## config.mk

```make
export PLATFORM = sky130hd
export DESIGN_NAME = axi_ctrl_master
export DESIGN_NICKNAME = d
export VERILOG_FILES = /design/src/rtl/axi_ctrl_pkg.sv /design/src/rtl/axi_ctrl_master.sv
export SDC_FILE = /design/constraint.sdc
export NUM_CORES = 1
export LEC_CHECK = 0
export CORE_MARGIN = 10
export CORE_UTILIZATION = 30
export CTS_BUF_LIST = sky130_fd_sc_hd__clkbuf_16
export CTS_CLUSTER_DIAMETER = 120
export CTS_CLUSTER_SIZE = 24
export DETAILED_ROUTE_END_ITERATION = 7
export PLACE_DENSITY = 0.71
export SYNTH_ARGS = -nofsm -noshare
export SYNTH_HDL_FRONTEND = slang
export SYNTH_SLANG_ARGS = --single-unit
export TNS_END_PERCENT = 5
```

## constraint.sdc

```tcl
create_clock -name clk_control -period 10.6 [get_ports clk_control]
set_input_delay 3.18 -clock clk_control [delete_from_list [all_inputs] [get_ports clk_control]]
set_output_delay 3.18 -clock clk_control [all_outputs]
set_load 0.05 [all_outputs]
```

## src/rtl/axi_ctrl_pkg.sv

```systemverilog
// Shared types for the host-side AXI4-Lite control initiator.
// FSM encodings, AXI response codes and command/response bundles.
package axi_ctrl_pkg;

  typedef logic [2:0] ctrl_state_t;

  localparam ctrl_state_t S_IDLE    = 3'd0;
  localparam ctrl_state_t S_WR      = 3'd1;
  localparam ctrl_state_t S_WR_RESP = 3'd2;
  localparam ctrl_state_t S_RD_ADDR = 3'd3;
  localparam ctrl_state_t S_RD_DATA = 3'd4;
  localparam ctrl_state_t S_RSP     = 3'd5;

  localparam logic [1:0] RESP_OKAY   = 2'd0;
  localparam logic [1:0] RESP_EXOKAY = 2'd1;
  localparam logic [1:0] RESP_SLVERR = 2'd2;
  localparam logic [1:0] RESP_DECERR = 2'd3;

  localparam int CTRL_BW   = 32;
  localparam int CTRL_ADDR = 8;

  typedef struct packed {
    logic                   write;
    logic [CTRL_ADDR-1:0]   addr;
    logic [CTRL_BW-1:0]     wdata;
    logic [CTRL_BW/8-1:0]   wstrb;
  } ctrl_cmd_t;

  typedef struct packed {
    logic                   write;
    logic [CTRL_BW-1:0]     rdata;
    logic [1:0]             resp;
  } ctrl_rsp_t;

  function automatic logic in_flight(
    input ctrl_state_t s
  );
    return (s == S_WR) || (s == S_WR_RESP) ||
           (s == S_RD_ADDR) || (s == S_RD_DATA);
  endfunction

endpackage

```

## src/rtl/axi_ctrl_master.sv

```systemverilog
// Single-outstanding AXI4-Lite initiator for tile control registers.
// One host command in, one AW/W/B or AR/R exchange, one response out.
module axi_ctrl_master
  import axi_ctrl_pkg::*;
#(
  parameter int BW             = 32,
  parameter int BWB            = BW/8,
  parameter int AXI_ADDR       = 8,
  parameter int TIMEOUT_W      = 16,
  parameter int TIMEOUT_CYCLES = 1024
) (
  input  logic                clk_control,
  input  logic                clk_control_rst_high,
  input  logic                cmd_valid,
  output logic                cmd_ready,
  input  logic                cmd_write,
  input  logic [AXI_ADDR-1:0] cmd_addr,
  input  logic [BW-1:0]       cmd_wdata,
  input  logic [BWB-1:0]      cmd_wstrb,
  output logic                rsp_valid,
  input  logic                rsp_ready,
  output logic                rsp_write,
  output logic [BW-1:0]       rsp_rdata,
  output logic [1:0]          rsp_resp,
  output logic                busy,
  output logic                err_timeout,
  output logic [AXI_ADDR-1:0] control_M_AXI_AWADDR,
  output logic                control_M_AXI_AWVALID,
  input  logic                control_M_AXI_AWREADY,
  output logic [BW-1:0]       control_M_AXI_WDATA,
  output logic [BWB-1:0]      control_M_AXI_WSTRB,
  output logic                control_M_AXI_WVALID,
  input  logic                control_M_AXI_WREADY,
  input  logic [1:0]          control_M_AXI_BRESP,
  input  logic                control_M_AXI_BVALID,
  output logic                control_M_AXI_BREADY,
  output logic [AXI_ADDR-1:0] control_M_AXI_ARADDR,
  output logic                control_M_AXI_ARVALID,
  input  logic                control_M_AXI_ARREADY,
  input  logic [BW-1:0]       control_M_AXI_RDATA,
  input  logic [1:0]          control_M_AXI_RRESP,
  input  logic                control_M_AXI_RVALID,
  output logic                control_M_AXI_RREADY
);

  localparam logic [TIMEOUT_W-1:0] WD_MAX =
    TIMEOUT_W'(TIMEOUT_CYCLES);
  localparam logic [TIMEOUT_W-1:0] WD_LAST =
    TIMEOUT_W'(TIMEOUT_CYCLES - 1);

  ctrl_state_t          state;
  logic                 aw_pend;
  logic                 w_pend;
  logic [AXI_ADDR-1:0]  addr_q;
  logic [BW-1:0]        wdata_q;
  logic [BWB-1:0]       wstrb_q;
  logic                 write_q;
  logic [BW-1:0]        rdata_q;
  logic [1:0]           resp_q;
  logic [TIMEOUT_W-1:0] wd_cnt;
  logic                 err_q;
  logic                 aw_ok;
  logic                 w_ok;

  // Ready gated by reset so nothing is accepted while held in reset.
  assign cmd_ready = (state == S_IDLE) && !clk_control_rst_high;
  assign rsp_valid = (state == S_RSP);
  assign busy      = (state != S_IDLE);

  assign rsp_write   = write_q;
  assign rsp_rdata   = rdata_q;
  assign rsp_resp    = resp_q;
  assign err_timeout = err_q;

  assign control_M_AXI_AWADDR  = addr_q;
  assign control_M_AXI_ARADDR  = addr_q;
  assign control_M_AXI_WDATA   = wdata_q;
  assign control_M_AXI_WSTRB   = wstrb_q;
  assign control_M_AXI_AWVALID = aw_pend;
  assign control_M_AXI_WVALID  = w_pend;
  assign control_M_AXI_BREADY  = (state == S_WR_RESP);
  assign control_M_AXI_ARVALID = (state == S_RD_ADDR);
  assign control_M_AXI_RREADY  = (state == S_RD_DATA);

  assign aw_ok = !aw_pend || control_M_AXI_AWREADY;
  assign w_ok  = !w_pend || control_M_AXI_WREADY;

  always_ff @(posedge clk_control or posedge clk_control_rst_high) begin
    if (clk_control_rst_high) begin
      state   <= S_IDLE;
      aw_pend <= 1'b0;
      w_pend  <= 1'b0;
      addr_q  <= '0;
      wdata_q <= '0;
      wstrb_q <= '0;
      write_q <= 1'b0;
      rdata_q <= '0;
      resp_q  <= '0;
    end else begin
      unique case (state)
        S_IDLE: begin
          if (cmd_valid) begin
            addr_q  <= cmd_addr;
            wdata_q <= cmd_wdata;
            wstrb_q <= cmd_wstrb;
            write_q <= cmd_write;
            aw_pend <= cmd_write;
            w_pend  <= cmd_write;
            state   <= cmd_write ? S_WR : S_RD_ADDR;
          end
        end
        S_WR: begin
          // AW and W retire independently; leave once both are done.
          if (control_M_AXI_AWREADY) aw_pend <= 1'b0;
          if (control_M_AXI_WREADY)  w_pend  <= 1'b0;
          if (aw_ok && w_ok) state <= S_WR_RESP;
        end
        S_WR_RESP: begin
          if (control_M_AXI_BVALID) begin
            resp_q  <= control_M_AXI_BRESP;
            rdata_q <= '0;
            state   <= S_RSP;
          end
        end
        S_RD_ADDR: begin
          if (control_M_AXI_ARREADY) state <= S_RD_DATA;
        end
        S_RD_DATA: begin
          if (control_M_AXI_RVALID) begin
            rdata_q <= control_M_AXI_RDATA;
            resp_q  <= control_M_AXI_RRESP;
            state   <= S_RSP;
          end
        end
        S_RSP: begin
          if (rsp_ready) state <= S_IDLE;
        end
        default: state <= S_IDLE;
      endcase
    end
  end

  // Watchdog only flags; the transaction is never abandoned.
  always_ff @(posedge clk_control or posedge clk_control_rst_high) begin
    if (clk_control_rst_high) begin
      wd_cnt <= '0;
      err_q  <= 1'b0;
    end else if (cmd_valid && cmd_ready) begin
      wd_cnt <= '0;
    end else if (in_flight(state) && wd_cnt != WD_MAX) begin
      wd_cnt <= wd_cnt + 1'b1;
      if (wd_cnt == WD_LAST) err_q <= 1'b1;
    end
  end

endmodule

```

# After elaboration in Yosys (flattened, before gate mapping)
# Index checks and enable logic that the tools add are counted.
# W data, S select, Z words.
[totals]
reg_bits = 101
out_inout_bits = 96
[classes]
n_bitwise = 1
addsub = 1
mux = 21
n_reduce_logical = 23
n_eq_ne = 15
[ops]
columns = ["cell", "n"]
rows = [
  ["$mux W32", 2],
  ["$pmux W32 S2", 1],
  ["$mux W16", 2],
  ["$mux W3", 6],
  ["$pmux W3 S6", 1],
  ["$add A16 B1 Y16 const B", 1],
  ["$eq A16 B10 Y1 const B", 1],
  ["$ne A16 B11 Y1 const B", 1],
  ["$ne A2 B2 Y1 const B", 6],
  ["$reduce_and A3 Y1", 4],
  ["$eq A3 B2 Y1 const B", 2],
  ["$eq A3 B3 Y1 const B", 2],
  ["$mux W2", 3],
  ["$reduce_and A6 Y1", 1],
  ["$reduce_bool A2 Y1", 3],
  ["$logic_or A1 B1 Y1", 5],
  ["$logic_and A1 B1 Y1", 4],
  ["$ne A2 B1 Y1 const B", 2],
  ["$pmux W1 S2", 2],
  ["$pmux W2 S2", 1],
  ["$eq A3 B1 Y1 const B", 1],
  ["$logic_not A1 Y1", 3],
  ["$logic_not A3 Y1", 1],
  ["$mux W1", 3],
  ["3 further kinds", 3],
]

# Depth between registers and ports, before layout
# Gate-level depths: netlist of run 1.
[depth]
ltp_word = 7
ltp_mapped = 7
ltp_nobuf = 6

# Least setup slack after synthesis of run 1
# Ideal clock, no wire load.
[synth_path]
kind = "input port to output port"
from = "input port clk_control_rst_high"
to = "output port cmd_ready"
path_buffers = 0
arrival_ps = 3834
cell_stages = 1
slack_ps = 3586
cell_sequence = "nor2_1"
[synth_between]
elab_chain_len = 2
[synth_rtl]
columns = ["element", "line_no", "text"]
rows = [
  ["start, declared", "axi_ctrl_master.sv:13", "input logic clk_control_rst_high,"],
  ["$logic_not A1 Y1 (no line)", "-", ""],
  ["$logic_and A1 B1 Y1", "axi_ctrl_master.sv:66", "assign cmd_ready = (state == S_IDLE) && !clk_control_rst_high;"],
  ["end, declared", "axi_ctrl_master.sv:15", "output logic cmd_ready,"],
]
# Every way passes these cells.

# Worst setup path after layout of run 1
# Ends and elaborated chain as after synthesis.

==> run metrics, run 1 <==
outcome=finished clean; share of the synthesized area in the top cell type=0.573; slack of the critical path=2.80 ns; Synth Cell Area=4410 sq um; crit path time final=7.80 ns; internal power component=1.16 mW; Synth Area in XOR/XNOR=0.00397; Post-Syn Nets=499; DIE HEIGHT=141 um; # rows=44; Starting Density=0.305; post-route cell area=6650 sq um; largest family of logic cells by synthesized area=simple AND/OR/NAND/NOR gates; library cells used by synthesis=42; share of layout cells above drive strength 1=0.126; most frequent cells in the layout=clkdlybuf4s50_1, dfrtp_1, nand2_1; final RePlAce weighted congestion=0.825; CTS tree=built; combinational share of power=0.578; dpl cell area=6390 sq um; vias in the first global route=3814; synth-to-layout area growth=50.7%; first-pass GRT wire length=19900 um; # diodes=0; yosys warns=0; residual DRC count=0; Fin Setup TNS=0 ns; pre-CTS WS=2.79 ns; CTS max path bufs=2; mux contribution to synthesized area=0.133; RSZ-0062 raised after global routing=false; peak supply drop=0.130 mV; per-cell routed wire length=16.4 um; Resize count post-CTS=0; post-synth top area cell=dfrtp_1; clk_skew=0.00624 ns; Post-Route WL=12500 um; Avg Synthesized Cell Area=10.8 sq um; detailed placer's ending HPWL=9580 um; via/cell ratio=4.75; Syn Inst Count=407; adder-cell share of the synthesized area=0.00567; Flop pwr share=0.291; post-route clock period utilization=0.736; Core ar.=14500 sq um; sequential fraction of the synthesis area=0.573; Worst-Margin Slew=0.677 ns; CTS Buf Count=9; Setup violations, final=0; GRT Overall Usage=0.122; htree depth=3; CTS root buf=clkbuf_16; total die area=20000 sq um; Synth Area in Simple Gates=0.146; Crit path arrival time=4.62 ns; Final ANT Viol Nets=0; type of the worst setup path=in -> out; pin count of the biggest net entering global routing=69; Via Count=3626; Die X=141 um; buffers added on ports=185; crit path capture type=output port; nets@finish=668; num ports=186; commonest non-fill, non-tap cell in the layout=clkdlybuf4s50_1; Remaining Overflow, GRT=0; worst-path maximum fanout=3; switching share of total power=0.490; net load switching power=1.12 mW; leakage power=2.68 nW; First-pass DRT Iterations=4; largest cells by area after synthesis=dfrtp_1, mux2_2, nand2_1, o21ai_0, mux2i_1; Clk pwr share=0.131; Compound-Gate Fraction of Synth Area=0.0935; crit start category=primary input; utilization after layout=0.460; initial DRC count=128; total power=2.28 mW; CTS clk-pin slew, worst paths=0.06 ns; f_max=128 MHz; CTS Sinks=101; initial antenna violation count=0; Data required, critical path=7.42 ns; Max transition margin=0.549; post-CTS setup buffers=0; worst skew pair latency=0.34 ns; max-cap violation count=0; CTS Hold Bufs=0; final hold vios=0; Power Dens Cells=343 nW/um^2; worst hold path type=reg -> reg; number of synthesized register bits=101; Max Transition Viols Final=0
sequential cells by signal, indices dropped and copies added, names as in the netlist:
| name | count |
|---|---|
| control_M_AXI_WDATA | 32 |
| rsp_rdata | 32 |
| wd_cnt | 16 |
| control_M_AXI_ARADDR | 8 |
| control_M_AXI_WSTRB | 4 |
| state | 3 |
| rsp_resp | 2 |
| control_M_AXI_AWVALID | 1 |
| control_M_AXI_WVALID | 1 |
| err_timeout | 1 |
| rsp_write | 1 |
critical path, stage by stage:
cell and delay (ns):
clkdlybuf4s50_1 0.48, nor2_1 0.14, clkdlybuf4s50_1 0.82
power by group through the flow:
| stage | sequential, mW | clock [mW] | combinational [mW] |
|---|---|---|---|
| final | 0.664 | 0.299 | 1.32 |
| after detailed placement | 0.673 | 0 | 1.33 |
| after CTS | 0.666 | 0.311 | 1.34 |
| after global routing | 0.688 | 0.325 | 1.39 |
| after floorplan | 1.13 | 0 | 0.424 |
| after global placement | 0.657 | 0 | 1.32 |
metrics by stage:
stage                     hold slack [ns]  cells
after global routing                0.511    764
after CTS                           0.485    764
after floorplan                     0.472    407
after detailed placement            0.470    749
after global placement              0.462    749
final                               0.479    764
metal layers:
metal,wire length (um),GRT usage
met5,0,0
met4,260,0.0500
met3,1340,0.0644
met2,5970,0.198
met1,4940,0.131
logic make-up (layout without fill, tap and decap cells):
kind of cell	count (synthesis)	after routing
buffers and inverters	41	214
AO/OA/AOI/OAI	73	73
XOR/XNOR	2	2
AND/OR/NAND/NOR	135	135
adder cells (fa/ha/maj)	2	2
multiplexers	53	53
flip-flops	101	101
layout make-up:
class | count | area, sq um
inverter | 9 | 36.3
timing repair buffer | 190 | 1890
sequential | 101 | 2530
multi-input combinational | 265 | 1710
clock buffer | 9 | 225
fill | 1342 | 7830
tap | 184 | 230
clock inverter | 6 | 40.0
cell usage after synthesis:
cell,n
nor4b_1,1
o21a_1,1
and3b_1,2
mux2i_1,7
clkbuf_1,12
mux2_2,46
a2111o_1,1
and2_2,1
nor3_1,6
inv_1,9
or4_1,4
a31o_2,1
and4_2,1
and4_1,1
nor3b_1,1
ha_1,2
nor4_1,2
nor4bb_1,1
nor2b_1,3
o22a_1,1
o21ai_0,43
nand2b_1,3
or4_4,1
and3_1,1
nand4_1,7
o21bai_1,1
o22ai_1,1
o31ai_1,5
or3_2,1
nor2_2,1
xor2_1,2
or3_1,5
a31oi_1,2
dfrtp_1,101
buf_4,8
nand2_1,78
nor2_1,8
o21ai_1,2
nand3_1,7
buf_2,12
o211ai_1,5
a21oi_1,10
path summary, 6_finish.rpt:
kind / start / endpoint / slack (ns) / depth (start not counted)
worst max-delay path: clk_control_rst_high / cmd_ready / 2.80 / 3
worst min-delay path: err_timeout$_DFFE_PP0P_ / err_timeout$_DFFE_PP0P_ / 0.48 / 1
min in group asynchronous: clk_control_rst_high / wd_cnt[14]$_DFFE_PP0P_ / 3.32 / 2
max in group asynchronous: clk_control_rst_high / wd_cnt[9]$_DFFE_PP0P_ / 6.17 / 3
worst min register to register: err_timeout$_DFFE_PP0P_ / err_timeout$_DFFE_PP0P_ / 0.48 / 1
worst max register to register: state[0]$_DFFE_PP0P_ / wd_cnt[13]$_DFFE_PP0P_ / 8.20 / 4
Note: power is estimated with default switching activity, not from simulation.
==> run 2, diff against run 1 <==
Clock period 10.6 ns to 8.13 ns, I/O delays scaled along.
==> run 2 against run 1 <==
Die area unchanged; sequential power up 30%; sequential share of layout area fell by 0.71 points; routed wire length shrank 0.47%; sequential cell count did not move; register-to-register slack worse by 2.5 ns; critical path depth is the same; power increased by 37%; worst hold slack is essentially flat; count of clock-buffer cells in the layout unchanged; critical path type unchanged; largest cell class unchanged; largest power group unchanged.
==> run metrics, run 2 (synthesis results as in run 1) <==
via/cell ratio=4.74 (about the same); per-cell routed wire length=16.3 um (-0.60%); peak supply drop=0.168 mV (+29%); total die area=20000 sq um (unchanged); CTS root buf=clkbuf_16; commonest non-fill, non-tap cell in the layout=clkdlybuf4s50_1; share of layout cells above drive strength 1=0.131 (+0.00495); utilization after layout=0.468 (+0.00881); type of the worst setup path=in -> out; Resize count post-CTS=0 (unchanged); nets@finish=668 (unchanged); first-pass GRT wire length=19800 um (-0.38%); Max transition margin=0.539 (-0.00955); pre-CTS WS=1.80 ns (-0.988 ns); # rows=44 (unchanged); Max Transition Viols Final=0 (unchanged); Final ANT Viol Nets=0 (unchanged); CTS Buf Count=9 (unchanged); Post-Route WL=12500 um (-0.47%); post-route cell area=6780 sq um (+1.9%); final-layout fill cell count=1299 (-3.2%); placed insts=749 (unchanged); buffers added on ports=185 (unchanged); dpl cell area=6390 sq um (unchanged); post-CTS setup buffers=0 (unchanged); worst hold path type=reg -> reg; # diodes=0 (unchanged); initial antenna violation count=0 (unchanged); CTS Sinks=101 (unchanged); detailed placer's ending HPWL=9520 um (-0.67%); htree depth=3 (unchanged); Crit path arrival time=3.89 ns (-0.73 ns); Core ar.=14500 sq um (unchanged); leakage power=2.75 nW (+2.5%); Power Dens Cells=462 nW/um^2 (+35%); synth-to-layout area growth=53.6%; RSZ-0062 raised after global routing=false; CTS Hold Bufs=0 (unchanged); final hold vios=0 (unchanged); residual DRC count=0 (unchanged); total power=3.13 mW (+37%); max-cap violation count=0 (unchanged); Starting Density=0.305 (unchanged); vias in the first global route=3768 (-1.2%); DIE HEIGHT=141 um (unchanged); GRT Overall Usage=0.121 (-0.000695); pin count of the biggest net entering global routing=69 (unchanged); CTS tree=built; outcome=finished clean; Setup violations, final=0 (unchanged); Data required, critical path=5.69 ns (-1.73 ns); crit start category=primary input; initial DRC count=160 (+25%); slack of the critical path=1.80 ns (-0.999 ns); crit path time final=6.33 ns; final std cells w/o fill=765 (+0.13%); f_max=158 MHz; Via Count=3629 (+0.083%); post-route clock period utilization=0.779; Fin Setup TNS=0 ns (unchanged); worst skew pair latency=0.34 ns (about the same); final RePlAce weighted congestion=0.822 (-0.39%); Remaining Overflow, GRT=0 (unchanged); CTS clk-pin slew, worst paths=0.06 ns (about the same); clk_skew=0.00756 ns (+0.00132 ns); num ports=186 (unchanged); Worst-Margin Slew=0.691 ns (+0.0143 ns); worst-path maximum fanout=3 (unchanged); most frequent cells in the layout=clkdlybuf4s50_1, dfrtp_1, nand2_1; CTS max path bufs=2 (unchanged); Die X=141 um (unchanged); First-pass DRT Iterations=4 (unchanged); Hold Worst Slack=0.479 ns (+0.000355 ns); crit path capture type=output port
==> run 2: changes by cell type in the layout (fill, tap and decap cells not counted) <==
cell	previous run	this run
bufinv_16	0	5
clkinv_1	2	0
clkinvlp_4	2	0
clkinv_4	1	0
inv_6	1	2
==> run 2: path summary, 6_finish.rpt <==
kind | startpoint | to | slack (ns) | depth (start not counted)
worst max-delay path | clk_control_rst_high | cmd_ready | 1.80 | 3
worst min-delay path | err_timeout$_DFFE_PP0P_ | err_timeout$_DFFE_PP0P_ | 0.48 | 1
worst max register to register | state[0]$_DFFE_PP0P_ | wd_cnt[13]$_DFFE_PP0P_ | 5.73 | 4
worst min register to register | err_timeout$_DFFE_PP0P_ | err_timeout$_DFFE_PP0P_ | 0.48 | 1
max in group asynchronous | clk_control_rst_high | err_timeout$_DFFE_PP0P_ | 4.39 | 3
min in group asynchronous | clk_control_rst_high | rsp_write$_DFFE_PP0P_ | 2.59 | 2
==> run 2: power breakdown <==
group          switching, mW  internal (mW)
Combinational           1.11          0.600
Sequential             0.153          0.711
Clock                  0.190          0.365
==> run 2: area by class of cell <==
cell class / instances / area (sq um) / area share
Clock buffer: 9 / 225 / 0.0332
Clock inverter: 7 / 168 / 0.0247
Inverter: 9 / 36.3 / 0.00535
Multi-Input combinational cell: 265 / 1710 / 0.251
Sequential cell: 101 / 2530 / 0.373
Tap cell: 184 / 230 / 0.0339
Timing Repair Buffer: 190 / 1890 / 0.279
==> run 2: critical path, cell delays in order <==
cell             delay (ns)
clkdlybuf4s50_1        0.49
nor2_1                 0.14
clkdlybuf4s50_1        0.81
==> run 2: per-layer routing <==
| layer | track usage | routed length [um] |
|---|---|---|
| met4 | 0.0435 | 149 |
| met5 | 0 | 0 |
| met2 | 0.199 | 6040 |
| met1 | 0.133 | 4930 |
| met3 | 0.0611 | 1330 |
